File: src/rtl/vred_and_or_xor_pipe.sv
// rtl/vred_and_or_xor_pipe.sv - pipelined multi-beat vector and/or/xor reduction
// Identity-substituted lanes feed a registered pairwise tree; the tree output folds into a scalar-seeded accumulator.
module vred_and_or_xor_pipe #(
  parameter int DATA_WIDTH  = 32,
  parameter int LANES       = 4,
  parameter int OPSEL_WIDTH = 2
) (
  input  logic                        clk,
  input  logic                        rst,
  input  logic                        in_valid,
  input  logic                        in_first,
  input  logic                        in_last,
  input  logic [LANES*DATA_WIDTH-1:0] in_vec,
  input  logic [LANES-1:0]            in_mask,
  input  logic [DATA_WIDTH-1:0]       in_scalar,
  input  logic [OPSEL_WIDTH-1:0]      in_opSel,
  output logic                        out_valid,
  output logic [DATA_WIDTH-1:0]       out_vec
);

  localparam int LOG = $clog2(LANES);
  localparam logic [OPSEL_WIDTH-1:0] OP_AND = OPSEL_WIDTH'(1);
  localparam logic [OPSEL_WIDTH-1:0] OP_OR  = OPSEL_WIDTH'(2);
  localparam logic [OPSEL_WIDTH-1:0] OP_XOR = OPSEL_WIDTH'(3);
  localparam logic [DATA_WIDTH-1:0]  ONES   = {DATA_WIDTH{1'b1}};
  localparam logic [DATA_WIDTH-1:0]  ZEROS  = {DATA_WIDTH{1'b0}};

  // Opcode 00 yields zero, which also forces the accumulator to zero.
  function automatic logic [DATA_WIDTH-1:0] red_op(
    input logic [OPSEL_WIDTH-1:0] op,
    input logic [DATA_WIDTH-1:0]  a,
    input logic [DATA_WIDTH-1:0]  b
  );
    case (op)
      OP_AND:  red_op = a & b;
      OP_OR:   red_op = a | b;
      OP_XOR:  red_op = a ^ b;
      default: red_op = ZEROS;
    endcase
  endfunction

  logic [LANES-1:0][DATA_WIDTH-1:0] lanes_sub;
  logic [LANES-1:0][DATA_WIDTH-1:0] tree_q [LOG+1];
  logic [OPSEL_WIDTH-1:0]           op_q     [LOG+1];
  logic [DATA_WIDTH-1:0]            scalar_q [LOG+1];
  logic [LOG:0]                     valid_q;
  logic [LOG:0]                     first_q;
  logic [LOG:0]                     last_q;
  logic [DATA_WIDTH-1:0]            acc_q;
  logic [DATA_WIDTH-1:0]            acc_next;

  always_comb begin
    for (int i = 0; i < LANES; i++) begin
      lanes_sub[i] = in_mask[i] ? in_vec[i*DATA_WIDTH +: DATA_WIDTH]
                                : ((in_opSel == OP_AND) ? ONES : ZEROS);
    end
  end

  // Datapath and sideband carry no reset; only the valid chain qualifies them.
  always_ff @(posedge clk) begin
    tree_q[0]   <= lanes_sub;
    op_q[0]     <= in_opSel;
    scalar_q[0] <= in_scalar;
    first_q     <= {first_q[LOG-1:0], in_first};
    last_q      <= {last_q[LOG-1:0], in_last};
    for (int s = 1; s <= LOG; s++) begin
      for (int i = 0; i < LANES / 2; i++) begin
        tree_q[s][i] <= red_op(op_q[s-1], tree_q[s-1][2*i], tree_q[s-1][2*i+1]);
      end
      op_q[s]     <= op_q[s-1];
      scalar_q[s] <= scalar_q[s-1];
    end
  end

  assign acc_next = red_op(op_q[LOG], first_q[LOG] ? scalar_q[LOG] : acc_q, tree_q[LOG][0]);

  always_ff @(posedge clk) begin
    if (rst) begin
      valid_q   <= '0;
      acc_q     <= ZEROS;
      out_valid <= 1'b0;
      out_vec   <= ZEROS;
    end else begin
      valid_q   <= {valid_q[LOG-1:0], in_valid};
      out_valid <= 1'b0;
      if (valid_q[LOG]) begin
        acc_q <= acc_next;
        if (last_q[LOG]) begin
          out_valid <= 1'b1;
          out_vec   <= acc_next;
        end
      end
    end
  end

endmodule

File: config.mk
export PLATFORM = sky130hd
export DESIGN_NAME = vred_and_or_xor_pipe
export DESIGN_NICKNAME = d
export VERILOG_FILES = /design/src/rtl/vred_and_or_xor_pipe.sv
export SDC_FILE = /design/constraint.sdc
export NUM_CORES = 1
export LEC_CHECK = 0
export BUFFER_PORTS_ARGS = -buffer_cell sky130_fd_sc_hd__buf_4
export CAP_MARGIN = 10
export CORE_MARGIN = 3
export CORE_UTILIZATION = 44
export CTS_CLUSTER_DIAMETER = 200
export DETAILED_ROUTE_END_ITERATION = 16
export GPL_TIMING_DRIVEN = 0
export MAX_ROUTING_LAYER = met4
export SYNTH_ARGS = -nofsm -noshare
export SYNTH_HDL_FRONTEND = slang
export SYNTH_SLANG_ARGS = --single-unit
File: constraint.sdc
create_clock -name clk -period 3.7 [get_ports clk]
set_input_delay 0.185 -clock clk [delete_from_list [all_inputs] [get_ports clk]]
set_output_delay 0.185 -clock clk [all_outputs]
set_load 0.01 [all_outputs]
Word-level counts from Yosys, hierarchy flattened --
Memories as Yosys holds them, arrays and structs flattened. Cells that the tools add are included.
Storage, ports and cells: register bits after elaboration 74, bits in writable memories 486, input port bits 171, output and inout bits 33, word-level logic and storage cells 49, memories 3
Cells by class: eq/ne operators 10, mux-type cells 12, bitwise gates (word level) 16, reduce and logical (&&, ||, !) cells 2
Memories:
- tree_q | depth 3, width 128, read ports 3, clocked after memory_dff 0, write ports 3, line 43 | logic [LANES-1:0][DATA_WIDTH-1:0] tree_q [LOG+1];
- scalar_q | depth 3, width 32, read ports 3, clocked after memory_dff 0, write ports 3, line 45 | logic [DATA_WIDTH-1:0] scalar_q [LOG+1];
- op_q | depth 3, width 2, read ports 3, clocked after memory_dff 0, write ports 3, line 44 | logic [OPSEL_WIDTH-1:0] op_q [LOG+1];
Operator list (count):
- case mux 32 bit (3 select lines) | 5
- 2-to-1 mux 32 bit | 6
- AND 32 bit | 5
- bitwise OR 32 bit | 5
- XOR 32 bit | 5
- equality test 2 bit, second input constant | 6
- equality test 2 x 1 -> 1 bit, second input constant | 4
- AND reduction 2 bit | 1
- OR reduction 2 bit | 1
- 2-to-1 mux 1 bit | 1
- inverter 1 bit | 1

Longest topological paths before layout --
depth in word-level cells 3, gate-level depth with buffers 8, mapped depth without buffers 6

Worst setup path before layout --
Ideal clock, no wire load.
kind flip-flop to flip-flop, from reg first_q[2], to reg out_vec[30], setup time 124 ps, data arrival time 1865 ps, data required time 3576 ps, setup slack 1711 ps, stages on the path, launching flop included 8, path buffers 2, period minus slack after synthesis 1989 ps, cell sequence dfxtp_1 > clkbuf_1 > buf_2 > mux2i_1 > ha_1 > mux2_2 > a221oi_2 > nor3_2
On the way: word-level cells in the longest chain between the ends 3, elaborated cells between the ends (all ways) 5, those cells by class mux (2); bitwise (3)
Ends and longest elaborated chain:
- start, declared | line 47 | logic [LOG:0] first_q;
- start signal, assigned | line 64 | first_q <= {first_q[LOG-1:0], in_first};
- 2-to-1 mux 32 bit (*) | line 75 | assign acc_next = red_op(op_q[LOG], first_q[LOG] ? scalar_q[LOG] : acc_q, tree_q[LOG][0]);
- XOR 32 bit (tied with other cells) | line 37 | OP_XOR: red_op = a ^ b;
- case mux 32 bit (3 select lines) (*) | line 34 | case (op)
- end signal, assigned | line 90 | out_vec <= acc_next;
- end, declared | line 18 | output logic [DATA_WIDTH-1:0] out_vec
Every way passes the cells marked *; elsewhere a longest branch is shown, timed or not. A chain may end at the register's enable or synchronous reset.

Worst setup path in the final report --
from reg first_q[2], to reg out_vec[31]
Same word-level chain as after synthesis.

==> results.toml <==
[grt]
grt_pass1_vias = 13300
use_met2_pct = 32.6
grt_max_degree = 14
gr-total-overflow = 0
grt_pass1_wl_um = 69700
met3_usage_pct = 3.14
grt_use_total_pct = 20.4
top_usage_layer = "met2"
grtUsageMet1_pct = 26.5
antenna_found_initial = 1

[route]
drt_iter0_drc = 487
ant_nets = 0
vias_per_cell = 4.73
wl_per_cell_um = 15.9
drc = 0
first_pass_iters = 4
drt-total-wl_um = 43200
via_count = 12800

[pwr]
power_density_mw_per_mm2 = 447
ir_drop_uv = 276
power.leakage_nw = 12.2

[clock_tree]
numCtsBuffers = 43
clk_latency_ns = 0.57
cts_sinks = 400
clockRootBuffer = "clkbuf_16"
htreeDepth = 2
postCtsSetupBuffers = 0
cts_tree = "built"
cts_resized = 0
clockBufferDepth = 3
clk_pin_slew_ns = 0.07

[floorplan]
fp.coreArea_mm2 = 0.0401
die_y_um = 208
die_w_um = 208
ios = 204
num_rows = 73
initial_core_util_pct = 45.0
die_area_mm2 = 0.0435

[critical_path]
crit_start = "first_q[2]$_DFF_P_"
worst_ep_arrival_time_ns = 2.88
critPathKind = "reg2reg"
crit_path_end_kind = "register"
rr_worst_depth = 7
critPathMaxFanout = 10
regToRegSetupSlack_ns = 1.26
crit-reg2reg-launch = "first_q[2]$_DFF_P_"
crit_required_ns = 4.14
crit_path_start_kind = "register"
crit_end = "out_vec[31]$_SDFFE_PP0P_"
worstReg2RegEnd = "out_vec[31]$_SDFFE_PP0P_"

[synthesis]
synthAdderAreaFrac_pct = 17.8
synth-simple-area-share_pct = 5.83
yosysSeqAreaShare_pct = 44.4
synthCells = 1741
syn_area_mm2 = 0.0180
yosys.cell_types.count = 25
synth_nets = 2168
avgSynthCellArea_um2 = 10.4
ys_ff_latch = 400
synth_top_family_by_area = "adder cells"
yosysWarnings = 0
synth_compound_area_share_pct = 15.5
synth-xor-area-share_pct = 0
synth.area.mux_share_pct = 7.12

[timing]
slew_headroom_pct = 44.9
max_freq_mhz = 409
min_period_ns = 2.44
min_period_over_period_pct = 66.0
fin_tns_setup_ns = 0
slew_viol_final = 0
hold_viol = 0
tightest_slew_ns = 0.827
rsz0062_at_grt = "false"
clock_skew_ns = 0.0204
setup_violations = 0
whs_ns = 0.0703

[finish]
layout_commonest_cell = "dfxtp_1"
fill_cells = 3394
final_net_count = 2580
drive_above_1_share_pct = 20.3
area_growth_syn_to_layout_pct = 28.8
layout_common_cells = "dfxtp_1, inv_1, ha_1, buf_4, dlygate4sd3_1"

[placement]
io_buffers = 198
hpwlAfterDp_um = 30800
gp_congestion = 0.854

[flow_run]
cap_violations = 0

[hold_path]
min_path_type = "in2reg"
min-delay-start = "in_mask[1]"

[outcome]
status = "finished, final reports clean"
==> where the power goes <==
group | switching (W) | internal, W
Sequential | 0.000173 | 0.00463
Combinational | 0.000723 | 0.000752
Clock | 0.00171 | 0.00240
==> worst max-delay path: stages (launching register included) <==
cell,delay (ns)
dfxtp_1,0.31
clkbuf_1,0.25
buf_2,0.42
mux2i_1,0.31
ha_1,0.26
mux2_2,0.28
a221oi_1,0.39
nor3_1,0.09
==> metrics by stage <==
stage	utilization, %	std cells	worst slack (ns)	total power, W	instance area (µm²)
floorplan	-	1741	1.71	0.00575	18000
global placement	50.3	2464	1.34	0.00616	20200
detailed placement	50.3	2464	1.32	0.00622	20200
CTS	58.0	2711	1.30	0.0105	23200
global route	58.0	2712	1.15	0.0109	23200
finish	58.0	2712	1.26	0.0104	23200
==> per-layer routing <==
layer / up-vias / share of wire, %
li1: 6556 / -
met1: 5915 / 47
met2: 279 / 46
met3: 82 / 4.3
met4: 0 / 3.0
met5: - / 0
==> registers in the layout, indices dropped and copies added, names as in the netlist <==
register,flops
last_q,3
tree_q,224
out_valid,1
first_q,3
op_q,6
scalar_q,96
acc_q,32
valid_q,3
out_vec,32
==> worst min path at each step <==
stage | depth (start not counted) | end | slack [ns]
floorplan | 0 | first_q[0]$_DFF_P_ | 0.21
global placement | 1 | scalar_q[0][15]$_DFF_P_ | 0.29
detailed placement | 1 | scalar_q[0][12]$_DFF_P_ | 0.29
CTS | 2 | tree_q[0][63]$_DFF_P_ | 0.04
global route | 2 | tree_q[0][63]$_DFF_P_ | 0.07
finish | 2 | tree_q[0][63]$_DFF_P_ | 0.07
==> logic make-up (layout without fill, tap and decap cells) <==
kind of cell    count (synthesis)  after routing
compound gates                339            339
fa+ha+maj                     256            256
buf+inv                       412            857
flops                         400            400
mux                           109            109
other cells                     0              1
simple gates                  225            225
==> Yosys cell counts (all sizes together) <==
library cell,instances,area (µm²)
ha,256,3200
nand2b,2,12.5
mux2,64,833
a21o,128,961
buf,69,409
nor2,69,259
mux2i,45,450
nor2b,5,38.8
a221oi,64,861
inv,302,1130
nand2,84,315
and2,1,6.26
o21ai,83,415
a22o,64,561
clkbuf,41,154
dfxtp,400,8010
nor3,64,420
==> timing repair <==
| item | CTS | global route |
|---|---|---|
| hold endpoints to repair | 165 | 0 |
| endpoints found under the setup margin | 0 | 0 |
| hold buffers | 169 | 0 |
==> layout make-up <==
cell class | instances | area, µm² | share of cell area (%)
antenna | 1 | 2.50 | 0.0108
buffer | 110 | 563 | 2.42
clock buffer | 62 | 1240 | 5.33
clock inverter | 16 | 128 | 0.549
inverter | 302 | 1130 | 4.88
multi-input combinational | 929 | 8340 | 35.9
sequential | 400 | 8010 | 34.4
tap | 525 | 657 | 2.83
timing repair buffer | 367 | 3180 | 13.7
No activity file was read; power rests on OpenSTA's default activity.
